**src/rtl/vga_pkg.sv**
```systemverilog
// Mode encodings and default 512x480 timing shared by the VGA output path.
package vga_pkg;
    localparam logic [1:0] MODE_NORMAL   = 2'b00;
    localparam logic [1:0] MODE_SCANLINE = 2'b01;
    localparam logic [1:0] MODE_DOUBLE   = 2'b10;
    localparam logic [1:0] MODE_BARS     = 2'b11;

    localparam int H_ACTIVE_DEF = 512;
    localparam int H_FP_DEF     = 23;
    localparam int H_SYNC_DEF   = 82;
    localparam int H_TOTAL_DEF  = 682;
    localparam int V_ACTIVE_DEF = 480;
    localparam int V_FP_DEF     = 10;
    localparam int V_SYNC_DEF   = 2;
    localparam int V_TOTAL_DEF  = 524;
    localparam int SYNC_POL_DEF = 0;
    localparam int CW_DEF       = 4;
    localparam int CNT_W_DEF    = 10;
endpackage

```
**src/rtl/vga_timing.sv**
```systemverilog
// Raster counters, registered h/v sync pulses and synchronous frame restart.
// Syncs lag the counter compare by one clock; no backpressure, free-running.
module vga_timing
    import vga_pkg::*;
#(
    parameter int H_ACTIVE = H_ACTIVE_DEF,
    parameter int H_FP     = H_FP_DEF,
    parameter int H_SYNC   = H_SYNC_DEF,
    parameter int H_TOTAL  = H_TOTAL_DEF,
    parameter int V_ACTIVE = V_ACTIVE_DEF,
    parameter int V_FP     = V_FP_DEF,
    parameter int V_SYNC   = V_SYNC_DEF,
    parameter int V_TOTAL  = V_TOTAL_DEF,
    parameter int SYNC_POL = SYNC_POL_DEF,
    parameter int CNT_W    = CNT_W_DEF
) (
    input  logic             clk,
    input  logic             rst_n,
    input  logic             sync_i,
    output logic [CNT_W-1:0] h_o,
    output logic [CNT_W-1:0] v_o,
    output logic [CNT_W-1:0] h_next_o,
    output logic [CNT_W-1:0] v_next_o,
    output logic             hsync_o,
    output logic             vsync_o,
    output logic             frame_start_o
);
    localparam logic [CNT_W-1:0] H_LAST   = CNT_W'(H_TOTAL - 1);
    localparam logic [CNT_W-1:0] V_LAST   = CNT_W'(V_TOTAL - 1);
    localparam logic [CNT_W-1:0] HS_START = CNT_W'(H_ACTIVE + H_FP);
    localparam logic [CNT_W-1:0] HS_END   = CNT_W'(H_ACTIVE + H_FP + H_SYNC);
    localparam logic [CNT_W-1:0] VS_START = CNT_W'(V_ACTIVE + V_FP);
    localparam logic [CNT_W-1:0] VS_END   = CNT_W'(V_ACTIVE + V_FP + V_SYNC);
    localparam logic             SYNC_ACT = (SYNC_POL != 0);

    logic [CNT_W-1:0] h_q, h_d, v_q, v_d;
    logic             hs_q, hs_d, vs_q, vs_d;

    always_comb begin
        h_d  = h_q + CNT_W'(1);
        v_d  = v_q;
        hs_d = hs_q;
        vs_d = vs_q;
        if (h_q == H_LAST) begin
            h_d = '0;
            v_d = (v_q == V_LAST) ? '0 : v_q + CNT_W'(1);
        end
        if (h_q == HS_START) hs_d = SYNC_ACT;
        if (h_q == HS_END)   hs_d = ~SYNC_ACT;
        // vsync edges are aligned to the hsync leading edge of the line
        if (h_q == HS_START) begin
            if (v_q == VS_START) vs_d = SYNC_ACT;
            if (v_q == VS_END)   vs_d = ~SYNC_ACT;
        end
        if (sync_i) begin
            h_d  = '0;
            v_d  = '0;
            hs_d = ~SYNC_ACT;
            vs_d = ~SYNC_ACT;
        end
    end

    always_ff @(posedge clk or negedge rst_n) begin
        if (!rst_n) begin
            h_q  <= '0;
            v_q  <= '0;
            hs_q <= ~SYNC_ACT;
            vs_q <= ~SYNC_ACT;
        end else begin
            h_q  <= h_d;
            v_q  <= v_d;
            hs_q <= hs_d;
            vs_q <= vs_d;
        end
    end

    assign h_o           = h_q;
    assign v_o           = v_q;
    assign h_next_o      = h_d;
    assign v_next_o      = v_d;
    assign hsync_o       = hs_q;
    assign vsync_o       = vs_q;
    assign frame_start_o = (h_q == '0) && (v_q == '0);
endmodule

```
**src/rtl/vga_video_out.sv**
```systemverilog
// BGR555 to VGA output stage with scanline, line-double and test-bar modes.
// RGB is one clock behind pixel/h/v; no backpressure, pixel must be valid every clock.
module vga_video_out
    import vga_pkg::*;
#(
    parameter int H_ACTIVE = H_ACTIVE_DEF,
    parameter int H_FP     = H_FP_DEF,
    parameter int H_SYNC   = H_SYNC_DEF,
    parameter int H_TOTAL  = H_TOTAL_DEF,
    parameter int V_ACTIVE = V_ACTIVE_DEF,
    parameter int V_FP     = V_FP_DEF,
    parameter int V_SYNC   = V_SYNC_DEF,
    parameter int V_TOTAL  = V_TOTAL_DEF,
    parameter int SYNC_POL = SYNC_POL_DEF,
    parameter int CW       = CW_DEF,
    parameter int CNT_W    = CNT_W_DEF
) (
    input  logic             clk,
    input  logic             rst_n,
    input  logic             sync,
    input  logic [1:0]       mode,
    input  logic             border,
    input  logic [14:0]      pixel,
    output logic             vga_h,
    output logic             vga_v,
    output logic [CW-1:0]    vga_r,
    output logic [CW-1:0]    vga_g,
    output logic [CW-1:0]    vga_b,
    output logic [CNT_W-1:0] vga_hcounter,
    output logic [CNT_W-1:0] vga_vcounter,
    output logic [CNT_W-1:0] next_pixel_x,
    output logic             frame_start
);
    localparam logic [CNT_W-1:0] H_ACT  = CNT_W'(H_ACTIVE);
    localparam logic [CNT_W-1:0] V_ACT  = CNT_W'(V_ACTIVE);
    localparam logic [CNT_W-1:0] BAR_W  = CNT_W'(H_ACTIVE / 8);

    logic [CNT_W-1:0] h_q, v_q, h_next, v_next;
    logic [1:0]       mode_q, mode_d;
    logic [CW-1:0]    r_q, r_d, g_q, g_d, b_q, b_d;
    logic [4:0]       r5, g5, b5;
    logic [2:0]       bar;
    logic             in_pic, on_border, bank;

    vga_timing #(
        .H_ACTIVE(H_ACTIVE), .H_FP(H_FP), .H_SYNC(H_SYNC), .H_TOTAL(H_TOTAL),
        .V_ACTIVE(V_ACTIVE), .V_FP(V_FP), .V_SYNC(V_SYNC), .V_TOTAL(V_TOTAL),
        .SYNC_POL(SYNC_POL), .CNT_W(CNT_W)
    ) u_timing (
        .clk          (clk),
        .rst_n        (rst_n),
        .sync_i       (sync),
        .h_o          (h_q),
        .v_o          (v_q),
        .h_next_o     (h_next),
        .v_next_o     (v_next),
        .hsync_o      (vga_h),
        .vsync_o      (vga_v),
        .frame_start_o(frame_start)
    );

    // Mode only changes on the step into (0,0), which sync also forces.
    assign mode_d = ((h_next == '0) && (v_next == '0)) ? mode : mode_q;

    // Bank is taken from the line the fetched pixel belongs to; sync zeroes v_next.
    assign bank         = (mode_q == MODE_DOUBLE) ? v_next[1] : v_next[0];
    assign next_pixel_x = {bank, h_next[CNT_W-2:0]};

    assign bar       = 3'(h_q / BAR_W);
    assign in_pic    = (h_q < H_ACT) && (v_q < V_ACT);
    assign on_border = border && ((h_q == '0) || (h_q == H_ACT - CNT_W'(1)) ||
                                  (v_q == '0) || (v_q == V_ACT - CNT_W'(1)));

    always_comb begin
        r5 = pixel[4:0];
        g5 = pixel[9:5];
        b5 = pixel[14:10];
        if ((mode_q == MODE_SCANLINE) && v_q[0]) begin
            r5 = {1'b0, pixel[4:1]};
            g5 = {1'b0, pixel[9:6]};
            b5 = {1'b0, pixel[14:11]};
        end
        r_d = r5[4 -: CW];
        g_d = g5[4 -: CW];
        b_d = b5[4 -: CW];
        if (mode_q == MODE_BARS) begin
            r_d = {CW{bar[0]}};
            g_d = {CW{bar[1]}};
            b_d = {CW{bar[2]}};
        end
        if (on_border) begin
            r_d = '1;
            g_d = '1;
            b_d = '1;
        end
        if (!in_pic || sync) begin
            r_d = '0;
            g_d = '0;
            b_d = '0;
        end
    end

    always_ff @(posedge clk or negedge rst_n) begin
        if (!rst_n) begin
            mode_q <= MODE_NORMAL;
            r_q    <= '0;
            g_q    <= '0;
            b_q    <= '0;
        end else begin
            mode_q <= mode_d;
            r_q    <= r_d;
            g_q    <= g_d;
            b_q    <= b_d;
        end
    end

    assign vga_r        = r_q;
    assign vga_g        = g_q;
    assign vga_b        = b_q;
    assign vga_hcounter = h_q;
    assign vga_vcounter = v_q;
endmodule

```
**config.mk**
```make
export PLATFORM = sky130hd
export DESIGN_NAME = vga_video_out
export DESIGN_NICKNAME = d
export VERILOG_FILES = /design/src/rtl/vga_pkg.sv /design/src/rtl/vga_timing.sv /design/src/rtl/vga_video_out.sv
export SDC_FILE = /design/constraint.sdc
export NUM_CORES = 1
export LEC_CHECK = 0
export ABC_AREA = 0
export ABC_CLOCK_PERIOD_IN_PS = 2280
export CORE_ASPECT_RATIO = 0.5
export CORE_MARGIN = 3
export CORE_UTILIZATION = 25
export CTS_CLUSTER_DIAMETER = 30
export DETAILED_ROUTE_END_ITERATION = 8
export SYNTH_ARGS = -nofsm -noshare
export SYNTH_HDL_FRONTEND = slang
export SYNTH_SLANG_ARGS = --single-unit
```
**constraint.sdc**
```tcl
create_clock -name clk -period 2.28 [get_ports clk]
set_input_delay 0.228 -clock clk [delete_from_list [all_inputs] [get_ports clk]]
set_output_delay 0.228 -clock clk [all_outputs]
set_load 0.01 [all_outputs]
```
==> results of run 1 <==
## flip-flops by register name, indices dropped and copies added, names as in the netlist
| name | cells |
|---|---|
| u_timing.h_o | 10 |
| u_timing.v_o | 10 |
| vga_b | 4 |
| vga_g | 4 |
| vga_r | 4 |
| mode_q | 2 |
| u_timing.hsync_o | 1 |
| u_timing.vsync_o | 1 |
## layer usage
| metal | global-route usage (%) | vias to the layer above |
|---|---|---|
| met5 | 0 | - |
| met4 | 3.54 | 0 |
| met3 | 3.08 | 5 |
| met2 | 21.9 | 50 |
| met1 | 16.8 | 1041 |
| li1 | - | 1069 |
## stage by stage
step                      utilization [%]  power, mW  setup slack [ns]  area [um2]
final                                41.8       1.96            -0.336        3480
after global routing                 41.8       2.02            -0.445        3480
after CTS                            41.4       1.97            -0.305        3460
after detailed placement             38.1      0.949            -0.296        3180
after global placement               38.1      0.944            -0.252        3180
after floorplan                         -      0.807            -0.193        2240
## placed cells by master, fill, tap and decap left out, drive strengths merged, types with 3 or more instances in the layout
master / synthesis / final
or3: 4 / 4
nor3: 6 / 6
clkbuf: 14 / 6
xor2: 5 / 5
nand3: 7 / 7
nor4: 5 / 5
a22oi: 7 / 7
a31oi: 4 / 4
dfrtp: 34 / 34
ha: 6 / 6
o21ai: 5 / 5
nand2b: 3 / 3
inv: 11 / 11
mux2: 3 / 3
nand2: 18 / 18
o21a: 4 / 4
o22ai: 3 / 3
clkdlybuf4s50: 0 / 51
nand4b: 3 / 3
nand4: 6 / 6
and3: 3 / 3
xnor2: 11 / 11
bufinv: 0 / 3
buf: 13 / 50
dlygate4sd2: 0 / 7
nor2: 33 / 33
a21oi: 16 / 16
## power by group
| group | switching, mW | internal, mW |
|---|---|---|
| Sequential | 0.0234 | 0.665 |
| Combinational | 0.111 | 0.142 |
| Clock | 0.280 | 0.738 |
## repair_timing
| action | in CTS | in global routing |
|---|---|---|
| buffers inserted | 5 | 1 |
| setup endpoints to repair | 13 | 12 |
| gates resized for setup | 26 | 7 |
| pin swaps | 3 | 0 |
## path summary, 6_finish.rpt
check / startpoint / to / slack, ns
setup / recovery: u_timing.h_o[1] / mode_q[0] / -0.34
hold / removal: rst_n / u_timing.h_o[2] / 0.36
setup reg to reg: u_timing.h_o[1] / mode_q[0] / -0.34
hold reg to reg: u_timing.hsync_o / u_timing.hsync_o / 0.45
max in group asynchronous: rst_n / u_timing.vsync_o / 1.56
min in group clk: u_timing.hsync_o / u_timing.hsync_o / 0.45
## kinds of logic after synthesis
logic type      share of synthesized area [%]
simple gates                             23.7
compound gates                           15.8
buf+inv                                  8.45
flops                                    40.4
xor+xnor                                 6.27
fa+ha+maj                                3.36
mux                                      1.96
## cell type report
type                       instances  area [um2]  share of cell area (%)
clock buffer                       5         125                    3.59
multi-input combinational        180        1200                    34.5
tap                              112         140                    4.02
inverter                          11        41.3                    1.18
timing repair buffer             110         981                    28.2
sequential                        36         903                    25.9
clock inverter                     3        90.1                    2.59
==> metrics.txt, run 1 <==
DR vias 2,165; CP Data Required Time 2.45 ns; synthesized area per cell 8.80 um2; Synth cell types 55; Max Cap Viol 0; Worst path max stage delay 0.54 ns; Cells after DPL 443; TritonRoute pass-1 iters 4; number of global-route vias before repair 2,182; Starting Density 26.8%; count of pins over their slew limit 0; syn nets 281; Tcrit/Tclk final 115%; WL met1 3.06 mm; final hold viol count 0; Non-Filler Instances 457; fmax 0.382 GHz; Clock Skew 0.00469 ns; routed len/inst 14.6 um; violated checks setup timing; # diodes 0; worst-margin pin slew 0.781 ns; CP cell instances inv_2 -> ha_4 -> nand4_1 -> or4_4 -> buf_6 -> or3_1 -> o31ai_2 -> a41o_1 -> nand4b_4 -> mux2_4; TNS Setup -2.16 ns; synthesized instance count 254; clk_lat worst skew 0.28 ns; Worst Hold Margin 0.362 ns; first-pass GRT wire length 10.7 mm; Mapped Area 2230 um2; Worst EP arrival 2.79 ns; Nets 371; Area Growth Syn to Fin 55.9%; port bufs 62; RSZ-0062 raised after global routing true; register area share after synthesis 40.4%; most common cell in the netlist dfrtp_1; max layer used met4; Hold/Removal Path Class in2async; clk sinks 36; CTS Hold Buffers Added 0; Worst Setup End Kind register; reg2reg path depth 10; crit-path max FO 5; Worst Setup Path Type reg2reg; delay-heaviest family, CP simple AND/OR/NAND/NOR gates; Worst Path Buf+Inv 2; status complete, but fails checks; share of layout cells above drive strength 1 23.2%; slowest CP cell or4_4; ys flop type dfrtp_1; Total Routing Usage GR 12.9%; CTS root buffer clkbuf_16; Yosys reg bits 36; Pleak 1.49 nW; vias per cell 4.74; VDD IR max 0.280 mV; Die ar. 10,200 um2; TritonCTS clock tree done; GRT overflow 0; Worst-path clk slew 0.06 ns; Ys Warns 0; drt initial violations 130; RD Place Congestion 0.893; Die Ht 72.9 um; Final Setup Violations 12; number of I/O pins 66; Routed Antenna Nets 0; final WL 6.66 mm; top cells by count, synth 34 x dfrtp_1, 33 x nor2_1, 18 x nand2_1; EDFF count, synth 0; dpl hpwl 4.96 mm; CTS max path bufs 2; min cycle time layout 2.62 ns; Async SR Flop Fraction 100%; H-tree depth 2; PnR worst setup slack -0.336 ns; fillcell total 817; critical path depth in cells 10; Synth area leaders dfrtp_1 38%, nor2_1 5.5%, xnor2_1 4.3%; area leader, netlist dfrtp_1; Die Span X 140 um; startpoint types register; Synth top area share 38.1%; FP Rows 23; core box area 8350 um2; max_slew headroom 47.8%; Power Dens Cells 562 nW/um2; WL met3 294 um; wire length on met2 3.26 mm; pin count of the biggest net entering global routing 37; residual DRC count 0; CTS Buf Count 5; antenna violations before repair 0
Note: power is estimated with default switching activity, not from simulation.
==> run 2: changes to the inputs <==
- CORE_UTILIZATION: 25 -> 35
- SLEW_MARGIN: not set -> 5
==> run 2 against run 1 <==
The flow still finishes with violations (setup timing). Register-to-register slack gained 0.07 ns. First-iteration DRC count is the same. Final area shrank 1.9%. Largest power group unchanged. Sequential share of layout area grew 0.50 points. Die area shrank 27%. Sequential cell count is the same. Combinational power grew 7%.
==> metrics.txt, run 2 (same netlist as run 1, synthesis figures left out) <==
final WL 6.45 mm; Finished Cell Area 3420 um2; Total Routing Usage GR 17.5%; CTS root buffer clkbuf_16; number of global-route vias before repair 2,106; r2r startpoint u_timing.h_o[1]; Max Cap Viol 0; placed cell areas 3150 um2; port bufs 62; H-tree depth 2; Pleak 1.49 nW; Sw Share 23.2%; Clock Skew 0.00333 ns; first-pass GRT wire length 10.7 mm; FP Rows 19; residual DRC count 0; Final Setup Violations 12; crit-path max FO 3; Worst Setup End Kind register; Routed Antenna Nets 0; core box area 5820 um2; vias per cell 5.01; Tcrit/Tclk final 112%; Die ar. 7440 um2; slowest CP cell or4_4; worst-margin pin slew 0.479 ns; Worst Setup Path Type reg2reg; startpoint types register; # diodes 0; combinational power share 16.3%; Worst-path clk slew 0.05 ns; RSZ-0062 raised after global routing true; critical path depth in cells 10; GRT overflow 0; Die Ht 62.5 um; Power Dens Cells 488 nW/um2; Hold/Removal Path Class in2async; Die Span X 119 um; R2R setup slack -0.26 ns; Starting Density 38.4%; RR Endpoint mode_q[0]; NetSw 0.386 mW; clk_lat worst skew 0.28 ns; Worst path max stage delay 0.54 ns; DR vias 2,161; share of layout cells above drive strength 1 23.6%; status complete, but fails checks; PnR worst setup slack -0.264 ns; antenna violations before repair 0; Worst EP arrival 2.70 ns; number of I/O pins 66; P_int 1.28 mW; dpl hpwl 4.85 mm; Nets 373; Worst Path Buf+Inv 2; Non-Filler Instances 431; Cells after DPL 415; clk sinks 36; fmax 0.393 GHz; TritonRoute pass-1 iters 4; pin count of the biggest net entering global routing 37; delay-heaviest family, CP simple AND/OR/NAND/NOR gates; Area Growth Syn to Fin 53.0%; count of pins over their slew limit 0; final hold viol count 0; CP cell instances inv_2 -> ha_4 -> nand4_1 -> or4_4 -> buf_6 -> or3_1 -> o31ai_1 -> a41o_1 -> nand4b_4 -> mux2_4; sequential fraction of design power 40.8%; TritonCTS clock tree done; Final Total Pwr 1.67 mW; violated checks setup timing; commonest non-fill, non-tap cell in the layout clkdlybuf4s50_1; CP Data Required Time 2.44 ns; CTS Buf Count 5; drt initial violations 130; routed len/inst 15.0 um; max_slew headroom 68.1%; min cycle time layout 2.54 ns; CTS max path bufs 2; VDD IR max 0.263 mV; commonest non-fill, non-tap cells in the layout 51 x clkdlybuf4s50_1, 47 x buf_4, 34 x dfrtp_1; RD Place Congestion 0.895; clock share of power 42.9%; reg2reg path depth 10
==> run 2: how the worst max path moves through the flow <==
| stage | startpoint | endpoint |
|---|---|---|
| final | u_timing.h_o[1] | mode_q[0] |
| after CTS | u_timing.h_o[1] | mode_q[0] |
| after global routing | u_timing.h_o[1] | mode_q[1] |
| after detailed placement | u_timing.h_o[1] | next_pixel_x[9] |
| after global placement | u_timing.h_o[1] | next_pixel_x[9] |
| after floorplan | u_timing.h_o[1] | mode_q[0] |
==> run 2: worst reg2reg max path, cell delays in order (launching register included) <==
cell,delay (ns)
dfrtp_1,0.39
inv_2,0.08
ha_4,0.12
nand4_1,0.10
or4_4,0.54
buf_6,0.15
or3_1,0.30
o31ai_1,0.07
a41o_1,0.24
nand4b_4,0.13
mux2_4,0.31
==> run 2: timing repair <==
item,4_1_cts,5_1_grt
setup buffers,6,2
resized for setup,25,9
setup endpoints to repair,13,14
pin swaps,3,3
hold buffers,0,0
==> run 2: cell type report <==
class	instances	area (um2)
Clock buffer	8	156
Tap cell	84	105
Multi-Input combinational cell	180	1210
Inverter	11	41.3
Fill cell	533	2410
Timing Repair Buffer	112	1000
Sequential cell	36	903
==> run 2: layer usage <==
layer | global-route usage [%] | part of all wire [%]
met5 | 0 | 0
met4 | 4.47 | 1.1
met3 | 4.25 | 4.2
met2 | 26.3 | 45
met1 | 25.1 | 50
==> run 2: power by group through the flow <==
stage          clock network (mW)  logic (mW)  registers [mW]
4_1_cts                     0.727       0.269           0.680
3_5_place_dp                    0       0.262           0.691
6_report                    0.715       0.271           0.681
5_1_grt                     0.762       0.295           0.685
3_3_place_gp                    0       0.259           0.691
2_1_floorplan                   0       0.108           0.700
==> run 2: through the flow <==
stage          hold slack [ns]  utilization, %  setup TNS, ns  worst slack (ns)
2_1_floorplan          -0.0676               -         -0.413            -0.193
3_3_place_gp             0.444            54.0          -2.52            -0.239
3_5_place_dp             0.452            54.0          -2.72            -0.287
4_1_cts                  0.394            58.0          -2.22            -0.260
5_1_grt                  0.411            58.7          -3.30            -0.374
6_report                 0.366            58.7          -2.14            -0.264
